[config.mk]
export PLATFORM = sky130hd
export DESIGN_NAME = mc14500b_prog_loader
export DESIGN_NICKNAME = d
export VERILOG_FILES = /design/src/rtl/mc14500b_prog_loader.sv
export SDC_FILE = /design/constraint.sdc
export NUM_CORES = 1
export LEC_CHECK = 0
export ABC_AREA = 1
export BUFFER_PORTS_ARGS = -buffer_cell sky130_fd_sc_hd__buf_2
export CAP_MARGIN = 20
export CORE_UTILIZATION = 35
export DETAILED_ROUTE_END_ITERATION = 16
export SLEW_MARGIN = 30
export SYNTH_ARGS = -nofsm -noshare
export SYNTH_HDL_FRONTEND = slang
export SYNTH_SLANG_ARGS = --single-unit
[constraint.sdc]
create_clock -name CLK -period 4.8 [get_ports CLK]
set_clock_uncertainty 0.2 [all_clocks]
set_input_delay 0.72 -clock CLK [delete_from_list [all_inputs] [get_ports CLK]]
set_output_delay 0.72 -clock CLK [all_outputs]
set_load 0.02 [all_outputs]
[src/rtl/mc14500b_prog_loader.sv]
// Framed byte-stream loader for the MC14500B program RAM.
// Frame: SYNC, ADDR, LEN, LEN data bytes, CHK (XOR of ADDR, LEN and data); holds the CPU in reset while loading.
module mc14500b_prog_loader #(
  parameter int unsigned ADDR_W        = 8,
  parameter logic [7:0]  SYNC_BYTE     = 8'hA5,
  parameter int unsigned TIMEOUT       = 1000000,
  parameter logic        HOLD_AT_RESET = 1'b0
) (
  input  logic              CLK,
  input  logic              RST,
  input  logic [7:0]        IN_DATA,
  input  logic              IN_VALID,
  output logic              IN_READY,
  output logic              WE,
  output logic [ADDR_W-1:0] WADDR,
  output logic [7:0]        WDATA,
  output logic              HOLD,
  output logic              BUSY,
  output logic              LOAD_OK,
  output logic              LOAD_ERR
);

  typedef enum logic [2:0] {
    S_IDLE   = 3'd0,
    S_ADDR   = 3'd1,
    S_LEN    = 3'd2,
    S_DATA   = 3'd3,
    S_CHK    = 3'd4,
    S_COMMIT = 3'd5
  } state_t;

  localparam logic [31:0] TIMEOUT_LAST = 32'(TIMEOUT - 1);

  state_t              state_q, state_d;
  logic [ADDR_W-1:0]   addr_q, addr_d;
  logic [7:0]          cnt_q, cnt_d;
  logic [7:0]          chk_q, chk_d;
  logic [31:0]         timer_q, timer_d;
  logic                ready_q, ready_d;
  logic                we_q, we_d;
  logic [ADDR_W-1:0]   waddr_q, waddr_d;
  logic [7:0]          wdata_q, wdata_d;
  logic                hold_q, hold_d;
  logic                busy_q, busy_d;
  logic                ok_q, ok_d;
  logic                err_q, err_d;
  logic                accept_s, timing_s, expire_s;

  always_comb begin
    state_d  = state_q;
    addr_d   = addr_q;
    cnt_d    = cnt_q;
    chk_d    = chk_q;
    timer_d  = timer_q;
    we_d     = 1'b0;
    waddr_d  = waddr_q;
    wdata_d  = wdata_q;
    hold_d   = hold_q;
    busy_d   = busy_q;
    ok_d     = 1'b0;
    err_d    = err_q;

    accept_s = IN_VALID && ready_q;
    timing_s = (state_q == S_ADDR) || (state_q == S_LEN) ||
               (state_q == S_DATA) || (state_q == S_CHK);
    expire_s = (TIMEOUT != 0) && timing_s && (timer_q == TIMEOUT_LAST);

    if (accept_s) begin
      timer_d = '0;
    end else if (timing_s) begin
      timer_d = timer_q + 32'd1;
    end else begin
      timer_d = '0;
    end

    case (state_q)
      S_IDLE: begin
        if (accept_s && (IN_DATA == SYNC_BYTE)) begin
          state_d = S_ADDR;
          hold_d  = 1'b1;
          busy_d  = 1'b1;
          err_d   = 1'b0;
          chk_d   = 8'h00;
        end else begin
          state_d = S_IDLE;
        end
      end
      S_ADDR: begin
        if (accept_s) begin
          addr_d  = ADDR_W'(IN_DATA);
          chk_d   = chk_q ^ IN_DATA;
          state_d = S_LEN;
        end else begin
          state_d = S_ADDR;
        end
      end
      S_LEN: begin
        if (accept_s) begin
          cnt_d   = IN_DATA;
          chk_d   = chk_q ^ IN_DATA;
          state_d = (IN_DATA == 8'h00) ? S_CHK : S_DATA;
        end else begin
          state_d = S_LEN;
        end
      end
      S_DATA: begin
        if (accept_s) begin
          we_d    = 1'b1;
          waddr_d = addr_q;
          wdata_d = IN_DATA;
          addr_d  = addr_q + 1'b1;
          cnt_d   = cnt_q - 8'd1;
          chk_d   = chk_q ^ IN_DATA;
          state_d = (cnt_q == 8'd1) ? S_CHK : S_DATA;
        end else begin
          state_d = S_DATA;
        end
      end
      S_CHK: begin
        if (accept_s && (IN_DATA == chk_q)) begin
          state_d = S_COMMIT;
          ok_d    = 1'b1;
          hold_d  = 1'b0;
          busy_d  = 1'b0;
        end else if (accept_s) begin
          // Bad checksum: keep HOLD so a corrupt image never runs
          state_d = S_IDLE;
          err_d   = 1'b1;
          busy_d  = 1'b0;
        end else begin
          state_d = S_CHK;
        end
      end
      S_COMMIT: begin
        state_d = S_IDLE;
      end
      default: begin
        state_d = S_IDLE;
        busy_d  = 1'b0;
      end
    endcase

    // An accepted byte always wins over an expiring timer
    if (expire_s && !accept_s) begin
      state_d = S_IDLE;
      err_d   = 1'b1;
      busy_d  = 1'b0;
      timer_d = '0;
    end else begin
      timer_d = timer_d;
    end

    ready_d = (state_d != S_COMMIT);
  end

  always_ff @(posedge CLK or negedge RST) begin
    if (!RST) begin
      state_q <= S_IDLE;
      addr_q  <= '0;
      cnt_q   <= 8'h00;
      chk_q   <= 8'h00;
      timer_q <= 32'd0;
      ready_q <= 1'b1;
      we_q    <= 1'b0;
      waddr_q <= '0;
      wdata_q <= 8'h00;
      hold_q  <= HOLD_AT_RESET;
      busy_q  <= 1'b0;
      ok_q    <= 1'b0;
      err_q   <= 1'b0;
    end else begin
      state_q <= state_d;
      addr_q  <= addr_d;
      cnt_q   <= cnt_d;
      chk_q   <= chk_d;
      timer_q <= timer_d;
      ready_q <= ready_d;
      we_q    <= we_d;
      waddr_q <= waddr_d;
      wdata_q <= wdata_d;
      hold_q  <= hold_d;
      busy_q  <= busy_d;
      ok_q    <= ok_d;
      err_q   <= err_d;
    end
  end

  assign IN_READY = ready_q;
  assign WE       = we_q;
  assign WADDR    = waddr_q;
  assign WDATA    = wdata_q;
  assign HOLD     = hold_q;
  assign BUSY     = busy_q;
  assign LOAD_OK  = ok_q;
  assign LOAD_ERR = err_q;

endmodule

==> results.cfg, run 1 <==
[route]
drt_iter0_drc = 268
drc = 0
wl_mm = 10.18
vias = 3821
wl_per_cell_um = 12.92
dr.pass1.iters = 4
antenna_left = 0
vias_per_cell = 4.849

[cells_and_area]
utilization_pct = 41.53
nNetsFinal = 630
stdcell_count = 788
nFillCells = 1249
antenna_cells = 0
drive_gt1_share_pct = 11.29
syn_to_final_growth_pct = 13.81

[critical_path]
slowest_stage = dfstp_2
worstSetupEndpointType = flip-flop
start_kind = flip-flop
r2r-end = state_q[0]
r2r_slack_ps = 2330
worstReg2RegStart = IN_READY
cpPeakStageDelay_ps = 530
reg2reg_depth = 6
path_cells = nand2_1 > inv_1 > nand3b_1 > nor3_1 > nor2_1 > a21oi_1
crit_required_ps = 4870
worst-setup-path-type = flip-flop to flip-flop
crit_arrival_ps = 2540
crit_fanout = 16

[pwr]
seqPwrFrac_pct = 39.5
p_int_w = 0.001541
p_per_area_mw_per_mm2 = 494.7
peakVddDrop_mv = 0.2035
switchingPower_w = 0.0009578
p_leak_nw = 2.398
power_frac_comb_pct = 32.8
switching_share_pct = 38.33
clock_power_share_pct = 27.7

[global_routing]
grt_max_degree = 82
antenna_found_initial = 0
grt_pass1_vias = 3561
grt_use_total_pct = 16.92
grt_pass1_wl_mm = 17.08
grt-ovfl-total = 0

[placed_design]
port_buffers = 32
dpl.hpwl_mm = 7.426
dp.cells = 772
gp_congestion = 0.9235

[timing]
finalSetupViolations = 0
tightest_slew_ps = 729.3
min_period_ps = 2472
finalCritPeriodShare_pct = 51.50
slew_headroom_pct = 51.38
max_freq_mhz = 404.5
setup_tns_ps = 0
hold_viol = 0
slew_violations = 0
rsz0062_at_grt = false

[yosys]
ys_types = 37
synthesis.area_mm2 = 0.004438
synth_seq_cells = 81
ys_warn_count = 0
ys.flop_type = dfrtp_1
synth_cells = 584
synth-edff-count = 0
yosysSeqAreaShare_pct = 45.70
synth_top_area_share_pct = 45.11
synth_top_cells_by_count = nand2_1, nor2_1, dfrtp_1, inv_1, nand3_1
yosysMostFrequentCell = nand2_1
syn_avg_cell_area_um2 = 7.599
synth_nets = 599
postSynth.asyncResetShare_pct = 100.0
yosys.area.top_type = dfrtp_1
yosys-top-cells-area = dfrtp_1, nand2_1, nor2_1

[cts]
cts_tree = done
cts-root-buf = clkbuf_16
cts.sink_count = 81
postCtsSetupBuffers = 0
clk_latency_ps = 350
clkSlewWorstSetupHoldPaths_ps = 60
cts_buffers = 9
cts.repair.resized = 0
clockBufferDepth = 2
cts.htree.levels = 3
hold_buffers = 0

[floorplanning]
design.core.area_mm2 = 0.01216
die_area_mm2 = 0.01313
die_h_um = 114.6
boundaryPins = 33
start_util_pct = 36.49
row_count = 40
chipWidth_um = 114.6

[min_path]
hp-class = input pin to async pin

[outcome]
status = completed

[job]
cap_violations = 0
==> final cells by class <==
class / instances / area, um^2 / share of cell area (%)
timing repair buffer: 32 / 166.4 / 3.295
clock buffer: 9 / 225.2 / 4.459
clock inverter: 7 / 80.08 / 1.585
multi-input combinational: 421 / 2078 / 41.14
inverter: 70 / 262.8 / 5.202
tap: 168 / 210.2 / 4.162
sequential: 81 / 2028 / 40.15
==> critical path, delay by kind of cell, from the launching register on <==
family                 cells  cell delay, ps
flip-flops                 1             530
buffers and inverters      1             510
AO/OA/AOI/OAI              1             150
AND/OR/NAND/NOR            4             990
==> layout by cell type, fill, tap and decap left out, types with 2 or more instances in the layout <==
cell type | synthesis | final
a21oi_1 | 8 | 8
a22oi_1 | 3 | 3
a31oi_1 | 9 | 9
buf_2 | 4 | 31
clkbuf_16 | 0 | 9
clkinv_4 | 0 | 3
clkinvlp_4 | 0 | 2
dfrtp_1 | 80 | 80
ha_1 | 4 | 4
inv_1 | 65 | 65
inv_2 | 5 | 5
nand2_1 | 139 | 139
nand2_2 | 3 | 3
nand3_1 | 38 | 38
nand3_2 | 2 | 2
nand4_1 | 14 | 14
nand4_2 | 2 | 2
nor2_1 | 88 | 88
nor2_2 | 7 | 7
nor3_1 | 26 | 26
nor4_1 | 2 | 2
o21a_1 | 2 | 2
o21ai_0 | 32 | 32
or4_1 | 5 | 5
xnor2_1 | 3 | 3
xor2_1 | 24 | 24
==> metrics by stage <==
stage	setup slack (ps)	instance area [um^2]	hold WS (ps)	total power (W)
final	2328	5051	229.2	0.002499
after global routing	2152	5051	293.1	0.002703
after CTS	2356	5051	257.7	0.002525
after detailed placement	2103	4746	253.8	0.001821
after global placement	2149	4742	253.0	0.001794
after floorplan	2869	4438	224.4	0.001605
==> sequential cells by signal (all words and copies together), names as in the netlist, 3 cells and up <==
name and flops:
WADDR 8, WDATA 8, addr_q 8, chk_q 8, cnt_q 8, state_q 3, timer_q 32
==> power groups by stage <==
stage          registers [W]  logic [W]  clock network, W
6_report            0.000986   0.000820          0.000692
5_1_grt              0.00101   0.000954          0.000738
4_1_cts             0.000987   0.000827          0.000710
3_5_place_dp        0.000998   0.000823                 0
3_3_place_gp        0.000990   0.000804                 0
2_1_floorplan        0.00106   0.000546                 0
==> worst max-delay path by stage <==
stage / depth (start not counted) / endpoint / slack (ps) / start
after global routing: 6 / state_q[0] / 2150 / IN_READY
final: 6 / state_q[0] / 2330 / IN_READY
after floorplan: 6 / chk_q[0] / 2870 / IN_VALID
after CTS: 6 / state_q[0] / 2360 / IN_READY
after detailed placement: 7 / state_q[0] / 2100 / IN_VALID
after global placement: 7 / state_q[0] / 2150 / IN_VALID
==> per-layer routing <==
metal	track usage, %	vias up	share of wire [%]
li1	-	1953	-
met1	23.86	1776	51
met2	25.41	82	42
met3	3.970	10	4.7
met4	5.714	0	1.4
met5	0	-	0
==> kinds of logic after synthesis <==
group,synth area share (%)
and+or+nand+nor,32.59
buffers and inverters,7.471
DFF,45.70
AOI/OAI and AO/OA,7.781
xor gates and xnor gates,5.329
adders and majority gates,1.128
Note: power is estimated with default switching activity, not from simulation.
==> inputs of run 2 (changes only) <==
==> constraint.sdc (replaced) <==
create_clock -name CLK -period 2.3 [get_ports CLK]
set_clock_uncertainty 0.2 [all_clocks]
set_input_delay 0.345 -clock CLK [delete_from_list [all_inputs] [get_ports CLK]]
set_output_delay 0.345 -clock CLK [all_outputs]
set_load 0.02 [all_outputs]
==> results.cfg, run 2 (synthesis gave the netlist of run 1 again) <==
[placed_design]
dpl.hpwl_mm = 7.953
dp.cells = 784
gp_congestion = 0.9046
dp_slack_ps = 153.7
port_buffers = 32
dpl_cell_area_mm2 = 0.004857

[timing]
max_freq_mhz = 476.5
slew_violations = 0
hold_viol = 0
tightest_slew_ps = 734.8
rsz0062_at_grt = true
setup_slack_ps = 201.3
finalSetupViolations = 0
finalCritPeriodShare_pct = 91.25
min_period_ps = 2099
setup_tns_ps = 0
slew_headroom_pct = 50.96

[pwr]
power_frac_comb_pct = 34.0
switchingPower_w = 0.002026
p_per_area_mw_per_mm2 = 1026
peakVddDrop_mv = 0.3796
clock_power_share_pct = 27.2
p_leak_nw = 2.467
seqPwrFrac_pct = 38.9
switching_share_pct = 38.19
p_int_w = 0.003280

[floorplanning]
row_count = 40
boundaryPins = 33
die_h_um = 114.6
die_area_mm2 = 0.01313
design.core.area_mm2 = 0.01216
start_util_pct = 36.49
chipWidth_um = 114.6

[cts]
clk_latency_ps = 350
cts_tree = done
cts-root-buf = clkbuf_16
clockBufferDepth = 2
cts.htree.levels = 3
cts.sink_count = 81
postCtsSetupBuffers = 0
cts_buffers = 9
clkSlewWorstSetupHoldPaths_ps = 60

[critical_path]
start_kind = flip-flop
crit_arrival_ps = 2160
crit_required_ps = 2360
worstReg2RegStart = IN_READY
worstSetupEndpointType = flip-flop
crit_fanout = 8
reg2reg_depth = 6
r2r-end = state_q[0]
worst-setup-path-type = flip-flop to flip-flop
r2r_slack_ps = 200

[min_path]
hp-start = IN_DATA[1]
worstHoldEndpoint = WDATA[1]
hp-class = input pin to flip-flop
hold-path-cell-count = 3

[cells_and_area]
final_area_mm2 = 0.005171
mostFrequentLayoutCell = nand2_1
top_register = timer_q
antenna_cells = 0
drive_gt1_share_pct = 12.80
syn_to_final_growth_pct = 16.52
largest_reg_flops = 32
utilization_pct = 42.52
stdcell_count = 801
nNetsFinal = 643
layout_common_cells = nand2_1, nor2_1, dfrtp_1

[route]
wl_mm = 10.63
dr.pass1.iters = 6
wl_per_cell_um = 13.27
antenna_left = 0
vias = 3919
vias_per_cell = 4.893
drc = 0
drt_iter0_drc = 215

[global_routing]
grt-ovfl-total = 0
antenna_found_initial = 0
grt_pass1_vias = 3719
grt_pass1_wl_mm = 18.12
grt_use_total_pct = 17.79
grt_max_degree = 38

[outcome]
status = completed

[job]
cap_violations = 0
## run 2: worst max-delay path: stages (launching register included)
cell      delay [ps]
dfstp_2          530
nand2_1          170
inv_1            290
nand3b_1         210
nor3_1           360
nor2_1            90
a21oi_1          160
## run 2: worst max path at each step
stage | endpoint | slack, ps | cells past startpoint | startpoint
floorplan | chk_q[0] | 490 | 6 | IN_READY
global placement | timer_q[5] | 190 | 9 | timer_q[0]
detailed placement | timer_q[0] | 150 | 9 | timer_q[0]
CTS | timer_q[0] | 130 | 9 | timer_q[0]
global route | WDATA[5] | -8 | 6 | IN_READY
finish | state_q[0] | 200 | 6 | IN_READY
## run 2: power by group through the flow
stage	combinational (W)	clock [W]	sequential, W
floorplan	0.00114	0	0.00221
global placement	0.00176	0	0.00207
detailed placement	0.00179	0	0.00209
CTS	0.00181	0.00148	0.00206
global route	0.00207	0.00154	0.00211
finish	0.00180	0.00144	0.00206
## run 2: timing repair
item | 4_1_cts | 5_1_grt
hold buffers | 1 | 0
endpoints found under the hold margin | 34 | 0
endpoints found under the setup margin | 0 | 16
gates resized for setup | 0 | 1
## run 2: layer usage
layer / global-route usage (%) / routed length, um / vias to the layer above
met5: 0 / 0 / -
met4: 5.974 / 155 / 0
met3: 4.182 / 552 / 11
met2: 27.19 / 4592 / 90
met1: 24.71 / 5332 / 1833
li1: - / - / 1985
## run 2: final cells by class
cell class,count,area (um^2)
flip-flops and latches,81,2028
inverters,70,262.8
clock inverters,6,67.56
clock buffers,10,229.0
multi-input cells,421,2086
repair buffers,45,287.8
well taps,168,210.2
fillers,1243,6990
## run 2: through the flow
stage	hold WS [ps]	power (W)
after floorplan	-150.6	0.003349
after global placement	152.0	0.003829
after detailed placement	155.9	0.003881
after CTS	117.7	0.005348
after global routing	136.8	0.005725
final	127.1	0.005306
==> inputs of run 3 (changes only) <==
--- a/config.mk
+++ b/config.mk
@@ -8,8 +8,11 @@
 export ABC_AREA = 1
 export BUFFER_PORTS_ARGS = -buffer_cell sky130_fd_sc_hd__buf_2
 export CAP_MARGIN = 20
-export CORE_UTILIZATION = 35
+export CORE_ASPECT_RATIO = 0.5
+export CORE_UTILIZATION = 50
 export DETAILED_ROUTE_END_ITERATION = 16
+export GPL_TIMING_DRIVEN = 0
+export PLACE_DENSITY = 0.68
 export SLEW_MARGIN = 30
 export SYNTH_ARGS = -nofsm -noshare
 export SYNTH_HDL_FRONTEND = slang
==> results.cfg, run 3 (synthesis gave the netlist of run 1 again) <==
[route]
drt_iter0_drc = 266
vias_per_cell = 5.198
dr.pass1.iters = 5
vias = 3878
wl_per_cell_um = 13.63
antenna_left = 0
drc = 0
wl_mm = 10.17

[cells_and_area]
mostFrequentLayoutCell = nand2_1
multi_input_area_mm2 = 0.002078
syn_to_final_growth_pct = 15.20
top_register = timer_q
layout_common_cells = nand2_1, nor2_1, dfrtp_1
drive_gt1_share_pct = 12.30
stdcell_count = 746
largest_reg_flops = 32
nFillCells = 749
antenna_cells = 0
nNetsFinal = 644
ff_latch_area_mm2 = 0.002028
utilization_pct = 61.68

[min_path]
hp-class = input pin to flip-flop
hp-start = IN_DATA[1]
worstHoldEndpoint = WDATA[1]
hold-path-cell-count = 3

[global_routing]
grt_pass1_vias = 3586
antenna_found_initial = 0
grt-ovfl-total = 0
grt_pass1_wl_mm = 17.36
grt_max_degree = 57
grt_use_total_pct = 24.52

[floorplanning]
design.core.area_mm2 = 0.008288
die_area_mm2 = 0.009280
chipWidth_um = 135.2
start_util_pct = 53.55
die_h_um = 68.62
row_count = 23
boundaryPins = 33

[job]
cap_violations = 0

[outcome]
status = completed

[cts]
clkSlewWorstSetupHoldPaths_ps = 70
cts.sink_count = 81
clockBufferDepth = 2
clk_latency_ps = 340
cts-root-buf = clkbuf_16
cts.repair.resized = 0
cts_tree = done
cts_buffers = 9
cts.htree.levels = 3

[critical_path]
worst-setup-path-type = flip-flop to flip-flop
worstReg2RegStart = IN_READY
crit_arrival_ps = 2180
reg2reg_depth = 6
crit_required_ps = 2320
cpPeakStageDelay_ps = 520
start_kind = flip-flop
crit_fanout = 10
r2r-end = chk_q[6]
slowest_stage = dfstp_2
worstSetupEndpointType = flip-flop
path_cells = nand2_1 > inv_1 > buf_2 > nand3_1 > nand3_1 > nand2_1
r2r_slack_ps = 150

[pwr]
p_per_area_mw_per_mm2 = 1060
peakVddDrop_mv = 0.5952
p_leak_nw = 2.475

[placed_design]
dp.cells = 729
dp_slack_ps = 205.6
dpl.hpwl_mm = 7.477
port_buffers = 32
gp_congestion = 0.9320

[timing]
slew_headroom_pct = 70.00
setup_tns_ps = 0
min_period_ps = 2152
hold_viol = 0
hold_slack_ps = 126.7
rsz0062_at_grt = false
setup_slack_ps = 148.3
slew_violations = 0
finalSetupViolations = 0
max_freq_mhz = 464.8
tightest_slew_ps = 450.0
finalCritPeriodShare_pct = 93.55
run 3: cell count changes in the layout (fill, tap and decap cells not counted), moves of 2 or more:
cell        before  now
buf_2           31   35
buf_12           2    0
buf_4           11    1
clkinv_4         1    3
clkinvlp_4       2    0
buf_6            0    3
clkbuf_1         1    5
run 3: per-stage QoR:
step | power (W) | cell area [um^2]
finish | 0.005418 | 5112
global route | 0.005821 | 5112
CTS | 0.005452 | 5112
detailed placement | 0.003859 | 4772
global placement | 0.003812 | 4738
floorplan | 0.003349 | 4438
run 3: worst max-delay path by stage:
stage                        to  startpoint
global route           chk_q[1]    IN_READY
detailed placement  timer_q[30]  timer_q[0]
finish                 chk_q[6]    IN_READY
global placement    timer_q[19]         RST
floorplan              chk_q[0]    IN_READY
CTS                    chk_q[6]    IN_READY
run 3: power breakdown:
group | switching (W) | leakage (nW) | internal [W] | total (W)
clock network | 0.000595 | 0.163 | 0.000984 | 0.00158
registers | 0.000261 | 1.05 | 0.00180 | 0.00206
logic | 0.00117 | 1.26 | 0.000613 | 0.00178
total | 0.00202 | 2.48 | 0.00340 | 0.00542
run 3: timing repair:
action,CTS,global route
buffers inserted,0,0
hold buffers,1,0
hold endpoints to repair,45,0
run 3: layout make-up:
type | count | share of cell area, %
Sequential cell | 81 | 39.67
Inverter | 70 | 5.140
Tap cell | 112 | 2.741
Multi-Input combinational cell | 421 | 40.65
Timing Repair Buffer | 34 | 3.989
Clock buffer | 10 | 4.674
Clock inverter | 6 | 1.787
Buffer | 12 | 1.346
run 3: routing by layer:
metal | share of wire, % | routed length [um] | track usage, %
met5 | 0 | 0 | 0
met2 | 46 | 4683 | 41.47
met3 | 4.3 | 440 | 5.044
met4 | 1.1 | 107 | 6.320
met1 | 49 | 4936 | 32.65
run 3: worst max-delay path: cells and delay by family, from the launching register on:
kind	cells	cell delay, ps
and+or+nand+nor	4	800
DFF	1	520
buffers and inverters	2	510
